===== config.mk =====
export PLATFORM = sky130hd
export DESIGN_NAME = alu_multicycle
export DESIGN_NICKNAME = d
export VERILOG_FILES = /design/src/rtl/alu_multicycle.sv
export SDC_FILE = /design/constraint.sdc
export NUM_CORES = 1
export LEC_CHECK = 0
export CAP_MARGIN = 40
export CORE_MARGIN = 10
export CORE_UTILIZATION = 60
export CTS_BUF_LIST = sky130_fd_sc_hd__clkbuf_2 sky130_fd_sc_hd__clkbuf_4 sky130_fd_sc_hd__clkbuf_8
export DETAILED_ROUTE_END_ITERATION = 6
export PLACE_DENSITY = 0.83
export SYNTH_ARGS = -nofsm -noshare
export SYNTH_HDL_FRONTEND = slang
export SYNTH_SLANG_ARGS = --single-unit

===== constraint.sdc =====
create_clock -name clock -period 10.1 [get_ports clock]
set_input_delay 1.515 -clock clock [delete_from_list [all_inputs] [get_ports clock]]
set_output_delay 1.515 -clock clock [all_outputs]
set_load 0.01 [all_outputs]

===== src/rtl/alu_multicycle.sv =====
// -----------------------------------------------------------------------------
// alu_multicycle
//
// Purpose: ALU with a valid/ready handshake on both sides. Logic, add/sub,
// shift and set-less-than operations take one cycle. MUL, DIVU and REMU are
// iterative: a shift-add multiply or a restoring divide runs for WIDTH cycles.
// After those cycles, one extra cycle moves the FSM to DONE.
//
// Optional feature: define the macro ALU_MULDIV_EN to build the iterative
// MUL/DIVU/REMU datapath and the CALC state. When the macro is not defined,
// opcodes 1000..1010 are treated as illegal.
//
// Ports:
//   clock      - sole clock, rising edge
//   reset      - synchronous, active-high
//   in_valid   - operands/opcode presented
//   in_ready   - block can accept an operation
//   x, y       - WIDTH-bit operands
//   op         - 4-bit opcode
//   out_valid  - r and flags are valid
//   out_ready  - consumer takes the result
//   r          - WIDTH-bit result
//   zero, neg, carry, ovf - flags for r
//   illegal    - accepted opcode was unsupported
// -----------------------------------------------------------------------------
module alu_multicycle #(
    parameter int WIDTH = 32
) (
    input  logic             clock,
    input  logic             reset,
    input  logic             in_valid,
    output logic             in_ready,
    input  logic [WIDTH-1:0] x,
    input  logic [WIDTH-1:0] y,
    input  logic [3:0]       op,
    output logic             out_valid,
    input  logic             out_ready,
    output logic [WIDTH-1:0] r,
    output logic             zero,
    output logic             neg,
    output logic             carry,
    output logic             ovf,
    output logic             illegal
);

    localparam int SHW = $clog2(WIDTH);

    localparam logic [1:0] IDLE = 2'd0;
    localparam logic [1:0] CALC = 2'd1;
    localparam logic [1:0] DONE = 2'd2;

    localparam logic [3:0] OP_AND  = 4'b0000;
    localparam logic [3:0] OP_OR   = 4'b0001;
    localparam logic [3:0] OP_ADD  = 4'b0010;
    localparam logic [3:0] OP_XOR  = 4'b0011;
    localparam logic [3:0] OP_SLL  = 4'b0100;
    localparam logic [3:0] OP_SRL  = 4'b0101;
    localparam logic [3:0] OP_SUB  = 4'b0110;
    localparam logic [3:0] OP_SLT  = 4'b0111;
`ifdef ALU_MULDIV_EN
    localparam logic [3:0] OP_MUL  = 4'b1000;
    localparam logic [3:0] OP_DIVU = 4'b1001;
    localparam logic [3:0] OP_REMU = 4'b1010;
`endif

    logic [1:0]       state_reg;
    logic [WIDTH-1:0] r_reg;
    logic             zero_reg, neg_reg, carry_reg, ovf_reg, illegal_reg;

    logic             accept;
    logic             is_iter;
    logic [WIDTH:0]   sum_ext, diff_ext;
    logic [WIDTH-1:0] quick_r;
    logic             quick_carry, quick_ovf, quick_illegal;
    logic             calc_done;
    logic [WIDTH-1:0] calc_result;

    assign in_ready  = (state_reg == IDLE) || ((state_reg == DONE) && out_ready);
    assign accept    = in_valid && in_ready;
    assign out_valid = (state_reg == DONE);

    assign r       = r_reg;
    assign zero    = zero_reg;
    assign neg     = neg_reg;
    assign carry   = carry_reg;
    assign ovf     = ovf_reg;
    assign illegal = illegal_reg;

    // Single-cycle result, computed directly from the presented operands.
    // An illegal opcode leaves quick_r at 0, so the zero flag comes out as 1.
    always_comb begin
        sum_ext       = {1'b0, x} + {1'b0, y};
        diff_ext      = {1'b0, x} - {1'b0, y};
        quick_r       = '0;
        quick_carry   = 1'b0;
        quick_ovf     = 1'b0;
        quick_illegal = 1'b0;
        is_iter       = 1'b0;
        case (op)
            OP_AND: quick_r = x & y;
            OP_OR:  quick_r = x | y;
            OP_XOR: quick_r = x ^ y;
            OP_SLL: quick_r = x << y[SHW-1:0];
            OP_SRL: quick_r = x >> y[SHW-1:0];
            OP_ADD: begin
                quick_r     = sum_ext[WIDTH-1:0];
                quick_carry = sum_ext[WIDTH];
                quick_ovf   = (x[WIDTH-1] == y[WIDTH-1]) &&
                              (sum_ext[WIDTH-1] != x[WIDTH-1]);
            end
            OP_SUB: begin
                quick_r     = diff_ext[WIDTH-1:0];
                // Carry on subtract is the inverted borrow.
                quick_carry = ~diff_ext[WIDTH];
                quick_ovf   = (x[WIDTH-1] != y[WIDTH-1]) &&
                              (diff_ext[WIDTH-1] != x[WIDTH-1]);
            end
            OP_SLT: quick_r = {{(WIDTH-1){1'b0}}, ($signed(x) < $signed(y))};
`ifdef ALU_MULDIV_EN
            OP_MUL, OP_DIVU, OP_REMU: is_iter = 1'b1;
`endif
            default: quick_illegal = 1'b1;
        endcase
    end

`ifdef ALU_MULDIV_EN
    localparam int             CW   = $clog2(WIDTH + 1);
    localparam logic [CW-1:0]  LAST = CW'(WIDTH);

    // During MUL: acc = partial product, a = multiplier, b = multiplicand.
    // During DIV: acc = partial remainder, a = dividend/quotient, b = divisor.
    logic [WIDTH-1:0] acc_reg, a_reg, b_reg;
    logic [CW-1:0]    cnt_reg;
    logic [1:0]       kind_reg;
    logic [WIDTH-1:0] acc_next, a_next, b_next;
    logic [WIDTH:0]   rem_sh;

    always_comb begin
        acc_next = acc_reg;
        a_next   = a_reg;
        b_next   = b_reg;
        rem_sh   = {acc_reg, a_reg[WIDTH-1]};
        if (kind_reg == 2'b00) begin
            acc_next = acc_reg + (a_reg[0] ? b_reg : '0);
            a_next   = a_reg >> 1;
            b_next   = b_reg << 1;
        end else if (rem_sh >= {1'b0, b_reg}) begin
            // A zero divisor always takes this branch. That gives a quotient of
            // all ones and a remainder equal to the dividend, with no special case.
            acc_next = WIDTH'(rem_sh - {1'b0, b_reg});
            a_next   = {a_reg[WIDTH-2:0], 1'b1};
        end else begin
            acc_next = rem_sh[WIDTH-1:0];
            a_next   = {a_reg[WIDTH-2:0], 1'b0};
        end
    end

    always_ff @(posedge clock) begin
        if (reset) begin
            acc_reg  <= '0;
            a_reg    <= '0;
            b_reg    <= '0;
            cnt_reg  <= '0;
            kind_reg <= 2'b00;
        end else if (accept && is_iter) begin
            kind_reg <= op[1:0];
            acc_reg  <= '0;
            cnt_reg  <= '0;
            a_reg    <= (op == OP_MUL) ? y : x;
            b_reg    <= (op == OP_MUL) ? x : y;
        end else if ((state_reg == CALC) && (cnt_reg != LAST)) begin
            acc_reg <= acc_next;
            a_reg   <= a_next;
            b_reg   <= b_next;
            cnt_reg <= cnt_reg + 1'b1;
        end
    end

    // WIDTH iteration cycles. The cycle after the last one moves the FSM to DONE.
    assign calc_done   = (state_reg == CALC) && (cnt_reg == LAST);
    assign calc_result = (kind_reg == 2'b01) ? a_reg : acc_reg;
`else
    assign calc_done   = 1'b0;
    assign calc_result = '0;
`endif

    always_ff @(posedge clock) begin
        if (reset) begin
            state_reg   <= IDLE;
            r_reg       <= '0;
            zero_reg    <= 1'b0;
            neg_reg     <= 1'b0;
            carry_reg   <= 1'b0;
            ovf_reg     <= 1'b0;
            illegal_reg <= 1'b0;
        end else if (accept) begin
            if (is_iter) begin
                state_reg <= CALC;
            end else begin
                state_reg   <= DONE;
                r_reg       <= quick_r;
                zero_reg    <= (quick_r == '0);
                neg_reg     <= quick_r[WIDTH-1];
                carry_reg   <= quick_carry;
                ovf_reg     <= quick_ovf;
                illegal_reg <= quick_illegal;
            end
        end else if ((state_reg == CALC) && calc_done) begin
            state_reg   <= DONE;
            r_reg       <= calc_result;
            zero_reg    <= (calc_result == '0);
            neg_reg     <= calc_result[WIDTH-1];
            carry_reg   <= 1'b0;
            ovf_reg     <= 1'b0;
            illegal_reg <= 1'b0;
        end else if ((state_reg == DONE) && out_ready) begin
            state_reg <= IDLE;
        end else if (state_reg == 2'd3) begin
            state_reg <= IDLE;
        end
    end

endmodule


== Yosys cells after proc, flatten, opt, wreduce, memory -nomap -nowiden ==
Cells that the tools add are included.
Cells by class
  reduce and logical (&&, ||, !) cells: 10
  div/mod/pow operators: 0
  magnitude comparators: 1
  $add $sub $neg: 2
  muxes and demuxes: 6
  eq/ne operators: 11
  shifts and indexed selects: 2
  bitwise gates (word level): 4
  multiply operators: 0
Operator list (count)
  $pmux 32 s8: 1
  $add 32x32->33: 1
  $sub 32x32->33: 1
  $and 32x32->32: 1
  $logic_not 32->1: 1
  $lt 32x32->1: 1
  $or 32x32->32: 1
  $shl 32x5->32: 1
  $shr 32x5->32: 1
  $xor 32x32->32: 1
  $eq 4x3->1 const B: 4
  $eq 4x2->1 const B: 2
  $reduce_or 8->1: 1
  $eq 4x1->1 const B: 1
  $logic_and 1x1->1: 4
  $logic_not 4->1: 1
  $mux 2: 2
  $pmux 1 s2: 2
  $ne 1x1->1: 3
  $reduce_bool 3->1: 1
  $logic_not 2->1: 1
  $eq 1x1->1: 1
  $logic_or 1x1->1: 1
  $mux 1: 1
  $not 1->1: 1
Word-level totals
  memories kept: 0
  output and inout port bits: 39
  bits in read-only memories: 0
  bits in registers: 38
  memory bits (writable): 0
  bits in latches: 0
  input bits: 72
  logic and storage cells: 43

== Longest topological paths before layout ==
Gate-level depths: netlist of run 1.
  depth after elaboration: 4
  mapped depth: 18
  mapped depth without buffers: 16

== Worst setup path before layout of run 1 ==
Ideal clock, no wire load.
  path type: input-to-reg
  start point: in y[0]
  end point: reg zero_reg (netlist: zero)
  setup time: 0.084 ns
  path slack: 4.833 ns
  required time: 10.016 ns
  stages on the path: 17
  arrival time: 5.183 ns
  buffers on the path: 4
  cell sequence: buf_4 clkinv_1 buf_2 buf_2 clkbuf_1 ha_1 nor2b_1 a221oi_2 o21ai_1 or4_1 a211o_1 nor4_1 nand4_1 nor4b_1 and4_1 nand4_1 o31ai_2
Between the ends
  cells in the longest elaborated chain, start to end: 3
  elaborated cells between the ends (all ways): 10
  classes of those cells: add/sub: 2; order compare: 1; shift: 2; mux: 1; bitwise: 3; reduce/logical: 1
RTL lines
  start, declared: line 34  | input logic [WIDTH-1:0] y,
  $sub 32x32->33, or another cell as far along: line 93  | diff_ext = {1'b0, x} - {1'b0, y};
  $pmux 32 s8 *: line 99  | case (op)
  $logic_not 32->1 *: line 202  | zero_reg <= (quick_r == '0);
  end signal, assigned: line 202
  end signal, assigned: line 211  | zero_reg <= (calc_result == '0);
  end, declared: line 68  | logic zero_reg, neg_reg, carry_reg, ovf_reg, illegal_reg;
Mark *: on every way between the ends. The rest lies on a longest branch, timed or not.
A chain may end at the register's enable or synchronous reset.

== Worst setup path after layout of run 1 ==
  start point: in y[3]
  end point: reg zero_reg (netlist: zero)
The elaborated chain is that of the path after synthesis.

==> run metrics, run 1 <==
initial antenna violation count 1; Post-DP Area 12100 um2; CP Max Fanout 61; area growth from synthesis to layout 10.0%; Post-synth EDFFs 0; first-pass GRT wire length 73.1 mm; Post CTS Setup Buffer Count 0; All-Layer GR Usage 0.379; Post-synth ARST share 0; Reg area 741 um2; dominant cells by area after synthesis ha_1 11%, mux4_2 8.5%, dfxtp_1 6.7%; Clock Tree Root clkbuf_8; # nets final 1756; Design Area, Final 12200 um2; share of layout cells above drive strength 1 0.0890; VDD IR max 0.0789 mV; setup violators final 0; CTS H-tree lvls 2; Max Slew Vio Count 0; row cnt 49; Max clock buf depth 2; Peak Freq 151 MHz; sequential share of the synthesized area 0.0667; post-DP HPWL 38.4 mm; final hold violations 0; Post-Route WL 48.8 mm; top cell type by total area after synthesis ha_1; RSZ-0062 raised after global routing false; crit share post-route 0.658; CP required 10.31 ns; Critical Path Start Type primary input; # clock sinks 37; cts bufs inserted 5; Pwr Density 75.6 nW/um2; Syn Area/Cell 7.09 um2; die area 24300 um2; Mapped Nets 1738; later-pin clock latency in the skew report 0.29 ns; critical path arrival 6.86 ns; core area 18100 um2; Worst Tran Pin Value 1.05 ns; clock skew 0.00487 ns; crit end category register; Starting Density 0.614; final std cells w/o fill 1813; fin util 0.675; # placed instances 1803; vias in the first global route 12400; RR Endpoint zero; synth warn 0; Pwr Total 0.000923 W; Multi-input gate area 9380 um2; clk slew on worst S/H paths 0.07 ns; max FFs per register 32; Mapped Cells 1565; Slew headroom 0.294; # IOs 111; via count 13400; die height 156 um; WL per Instance 26.9 um; hold endpoint r[19]; CTS resizes 0; Post-synth top cells 175 x nor2_1, 127 x nand2_1, 122 x a21oi_1; status finished clean; HP Start r[19]; largest net degree at the start of global routing 70; Final TNS setup 0 ns; DRT iter0 DRCs 2035; count leader, synth nor2_1; vias per cell 7.39; max-cap violations 0; Placer Congestion 1.16; Hold Buf Count CTS 0; hold depth 2; # DRC 0; TritonCTS clock tree built; reg-to-reg startpoint state_reg[1]; worst r2r path cells 12; Die Width 156 um; total grt overflow 0; min-delay worst type register to register; post-synth top area share 0.112; Leakage 4.90 nW; synth unique cells 81; Detailed Routing Iterations Pass 1 6; Port Buffers 110; fin crit period 6.64 ns; # diodes 0; crit path kind primary input to register; Final ANT Viol Nets 0; # fillers 1603; Post-synth top flop dfxtp_1; Mapped Area 11100 um2; reg-to-reg setup timing slack 6.37 ns; post-synthesis register bit count 37
==> cell families (layout without fill, tap and decap cells) <==
group,after synthesis,count (layout),synth area share
simple gates,515,515,0.221
compound gates,512,512,0.315
buf+inv,242,261,0.0888
mux,143,143,0.182
fa+ha+maj,101,101,0.115
flops,37,37,0.0667
xor+xnor,15,15,0.0118
==> layout by cell type, fill, tap and decap left out, types with 32 or more instances in the layout <==
| cell | n |
|---|---|
| o22ai_1 | 33 |
| nand2_1 | 127 |
| a211oi_1 | 48 |
| ha_1 | 99 |
| mux4_2 | 42 |
| mux2i_1 | 62 |
| inv_1 | 116 |
| o211ai_1 | 36 |
| mux2_2 | 36 |
| clkdlybuf4s50_1 | 105 |
| nor3_1 | 43 |
| nand3_1 | 32 |
| dfxtp_1 | 37 |
| o21ai_0 | 82 |
| nor2_1 | 174 |
| a21oi_1 | 122 |
==> worst max path at each step <==
stage	startpoint	to	slack, ns	depth (start not counted)
3_5_place_dp	y[3]	zero	3.15	15
6_report	y[3]	zero	3.46	16
5_1_grt	y[1]	zero	3.34	14
3_3_place_gp	y[3]	zero	3.29	15
4_1_cts	y[3]	zero	3.43	15
2_1_floorplan	y[0]	zero	4.83	17
==> where the power goes <==
part | leakage (nW) | internal (W) | total, W | switching, W
clock | 0.0439 | 0.0000475 | 0.0000991 | 0.0000516
sequential | 0.305 | 0.000158 | 0.000164 | 0.00000630
combinational | 4.55 | 0.000248 | 0.000660 | 0.000412
total | 4.90 | 0.000453 | 0.000923 | 0.000470
==> critical path, stage by stage <==
cell and delay [ns]:
buf_2 0.08, buf_4 0.52, clkinv_1 0.85, ha_1 0.77, nand2_1 0.09, o31a_1 0.39
a221o_1 0.35, a2111oi_0 0.52, dlymetal6s2s_1 0.25, nand4_1 0.12, nor4_1 0.31, nand4_1 0.19
nor4b_1 0.31, and4_1 0.24, nand4_1 0.11, o31ai_2 0.22
==> routing by layer <==
layer	part of all wire	GRT usage	up-vias
met5	0	0	-
met4	0.061	0.196	0
met3	0.15	0.124	238
met2	0.43	0.572	1130
met1	0.36	0.472	6138
li1	-	-	5894
==> final cells by class <==
type                    instances  area share
clock inverters                 3     0.00143
multi-input cells            1286       0.768
well taps                     229      0.0235
flip-flops and latches         37      0.0606
clock buffers                   5     0.00563
inverters                     120      0.0369
repair buffers                133       0.104
==> per-stage QoR <==
| stage | worst slack [ns] | hold slack [ns] |
|---|---|---|
| floorplan | 4.83 | 0.481 |
| global placement | 3.29 | 0.442 |
| detailed placement | 3.15 | 0.448 |
| CTS | 3.43 | 0.464 |
| global route | 3.34 | 0.479 |
| finish | 3.46 | 0.461 |
No activity file was read; power rests on OpenSTA's default activity.
==> inputs of run 2 (changes only) <==
==> constraint.sdc (replaced) <==
create_clock -name clock -period 6.64 [get_ports clock]
set_input_delay 0.996 -clock clock [delete_from_list [all_inputs] [get_ports clock]]
set_output_delay 0.996 -clock clock [all_outputs]
set_load 0.01 [all_outputs]
==> run 2 against run 1 <==
Net effect: highest routed layer unchanged; via count up 0.25%; the flow now finishes with violations (DRC); final cell count up 0.77%; critical path depth unchanged; routed wire length down 0.68%.
==> run metrics, run 2 (synthesis results as in run 1) <==
status complete, but fails checks; failing checks DRC; CTS resizes 0 (unchanged); Die Width 156 um (unchanged); Worst Tran Pin Value 0.977 ns (-0.0739 ns); clk slew on worst S/H paths 0.07 ns (about the same); CTS H-tree lvls 2 (unchanged); clock skew 0.00646 ns (+0.00159 ns); Clock Tree Root clkbuf_8; slowest CP cell nor4b_1; # placed instances 1818 (+0.83%); crit path kind primary input to register; RR Endpoint zero; crit share post-route 0.841; crit end category register; # nets final 1769 (+0.74%); Detailed Routing Iterations Pass 1 7 (+1); critical path arrival 5.81 ns (-1.05 ns); WL per Instance 26.5 um (-1.4%); CP Cell Sequence clkdlybuf4s50_1 > inv_1 > ha_1 > inv_1 > fa_1 > nor2b_1 > o311ai_1 > a211oi_1 > nor4b_1 > o21ai_1 > a22o_1 > o21ai_0 > o2111ai_1 > nor4bb_1 > nand4_1 > o31ai_2; final std cells w/o fill 1827 (+0.77%); # IOs 111 (unchanged); row cnt 49 (unchanged); Clock power frac 0.155 (+0.048); min-delay worst type register to register; Critical Path Stages 16 (unchanged); via count 13400 (+0.25%); Logic pwr share 0.679 (-0.036); CP Max Fanout 6 (-90%); most common cell after layout, fill and taps aside nor2_1; Post-Route WL 48.5 mm (-0.68%); area growth from synthesis to layout 11.4%; Pwr Total 0.00149 W (+62%); cell-internal power 0.000770 W (+70%); Critical path buffers and inverters 3 (-1); WHS 0.456 ns (-0.00465 ns); most frequent cells in the layout 174 x nor2_1, 127 x nand2_1, 122 x a21oi_1; max FFs per register 32 (unchanged); CP top delay family compound AO/OA/AOI/OAI gates; vias in the first global route 12500 (+1.0%); Max stage delay on crit path 0.74 ns (-0.11 ns); Placer Congestion 1.14 (-1.2%); Max clock buf depth 2 (unchanged); largest net degree at the start of global routing 103 (+47%); Post CTS Setup Buffer Count 0 (unchanged); core area 18100 um2 (unchanged); die height 156 um (unchanged); CP required 6.86 ns (-3.45 ns); Leakage 4.99 nW (+1.8%); DRT iter0 DRCs 2359 (+16%); reg-to-reg setup timing slack 2.96 ns (-3.41 ns); setup violators final 0 (unchanged); Starting Density 0.614 (unchanged); Max Slew Vio Count 0 (unchanged); die area 24300 um2 (unchanged); All-Layer GR Usage 0.378 (-0.000772); Pwr Density 121 nW/um2 (+59%); Net Sw Frac 0.483 (-0.0263); TritonCTS clock tree built; vias per cell 7.35 (-0.51%); later-pin clock latency in the skew report 0.30 ns (about the same); VDD IR max 0.0840 mV (+6.5%); Port Buffers 110 (unchanged); Critical Path Start Type primary input; final hold violations 0 (unchanged); Final TNS setup 0 ns (unchanged); Peak Freq 179 MHz; post-DP HPWL 38.6 mm (+0.38%); total grt overflow 0 (unchanged); reg-to-reg startpoint state_reg[1]; cts bufs inserted 5 (unchanged); share of layout cells above drive strength 1 0.0971 (+0.00804); # clock sinks 37 (unchanged); fin util 0.684 (+0.00872); sequential share of power 0.167 (-0.011); CP Capture Point zero; Final ANT Viol Nets 0 (unchanged); Net Switching 0.000720 W (+53%); max-cap violations 0 (unchanged); Crit. Startpoint x[0]; Slew headroom 0.342 (+0.0486); RSZ-0062 raised after global routing false; Most Frequent Cell on Critical Path inv_1; worst r2r path cells 12 (unchanged); Hold Buf Count CTS 0 (unchanged); fin crit period 5.59 ns; # DRC 1 (+1); initial antenna violation count 1 (unchanged); first-pass GRT wire length 73.3 mm (+0.17%)
run 2: worst min path at each step:
| stage | slack, ns | cells after the start | endpoint | startpoint |
|---|---|---|---|---|
| after global routing | 0.47 | 2 | illegal | illegal |
| after CTS | 0.46 | 2 | r[19] | r[19] |
| final | 0.46 | 2 | r[19] | r[19] |
| after detailed placement | 0.45 | 2 | r[19] | r[19] |
| after global placement | 0.44 | 2 | r[23] | r[23] |
| after floorplan | 0.48 | 2 | illegal | illegal |
run 2: cell type report:
cell class	count	area (um2)
tap	229	287
fill	1593	5720
clock buffer	5	68.8
clock inverter	3	65.1
multi-input combinational	1286	9380
inverter	120	450
timing repair buffer	146	1380
sequential	37	741
antenna	1	2.50
run 2: through the flow:
stage          instance area [um2]  setup WS, ns
6_report                     12400          1.05
2_1_floorplan                11100          1.89
5_1_grt                      12400         0.889
4_1_cts                      12400          1.17
3_3_place_gp                 12200         0.960
3_5_place_dp                 12200         0.871
run 2: power by group through the flow:
stage / logic (W) / clock network [W] / registers, W
after CTS: 0.000967 / 0.000231 / 0.000249
final: 0.00101 / 0.000231 / 0.000249
after floorplan: 0.000617 / 0 / 0.000262
after detailed placement: 0.000962 / 0 / 0.000254
after global routing: 0.00107 / 0.000238 / 0.000250
after global placement: 0.000947 / 0 / 0.000253
run 2: worst reg2reg max path, delay by kind of cell, from the launching register on:
kind             cells  cell delay [ns]
AND/OR/NAND/NOR      8             1.87
flip-flops           1             0.31
AO/OA/AOI/OAI        4             1.43
run 2: metal layers:
metal,part of all wire,track usage,vias to the layer above
met5,0,0,-
met4,0.062,0.195,0
met3,0.15,0.116,252
met2,0.42,0.578,1084
met1,0.36,0.470,6198
li1,-,-,5900
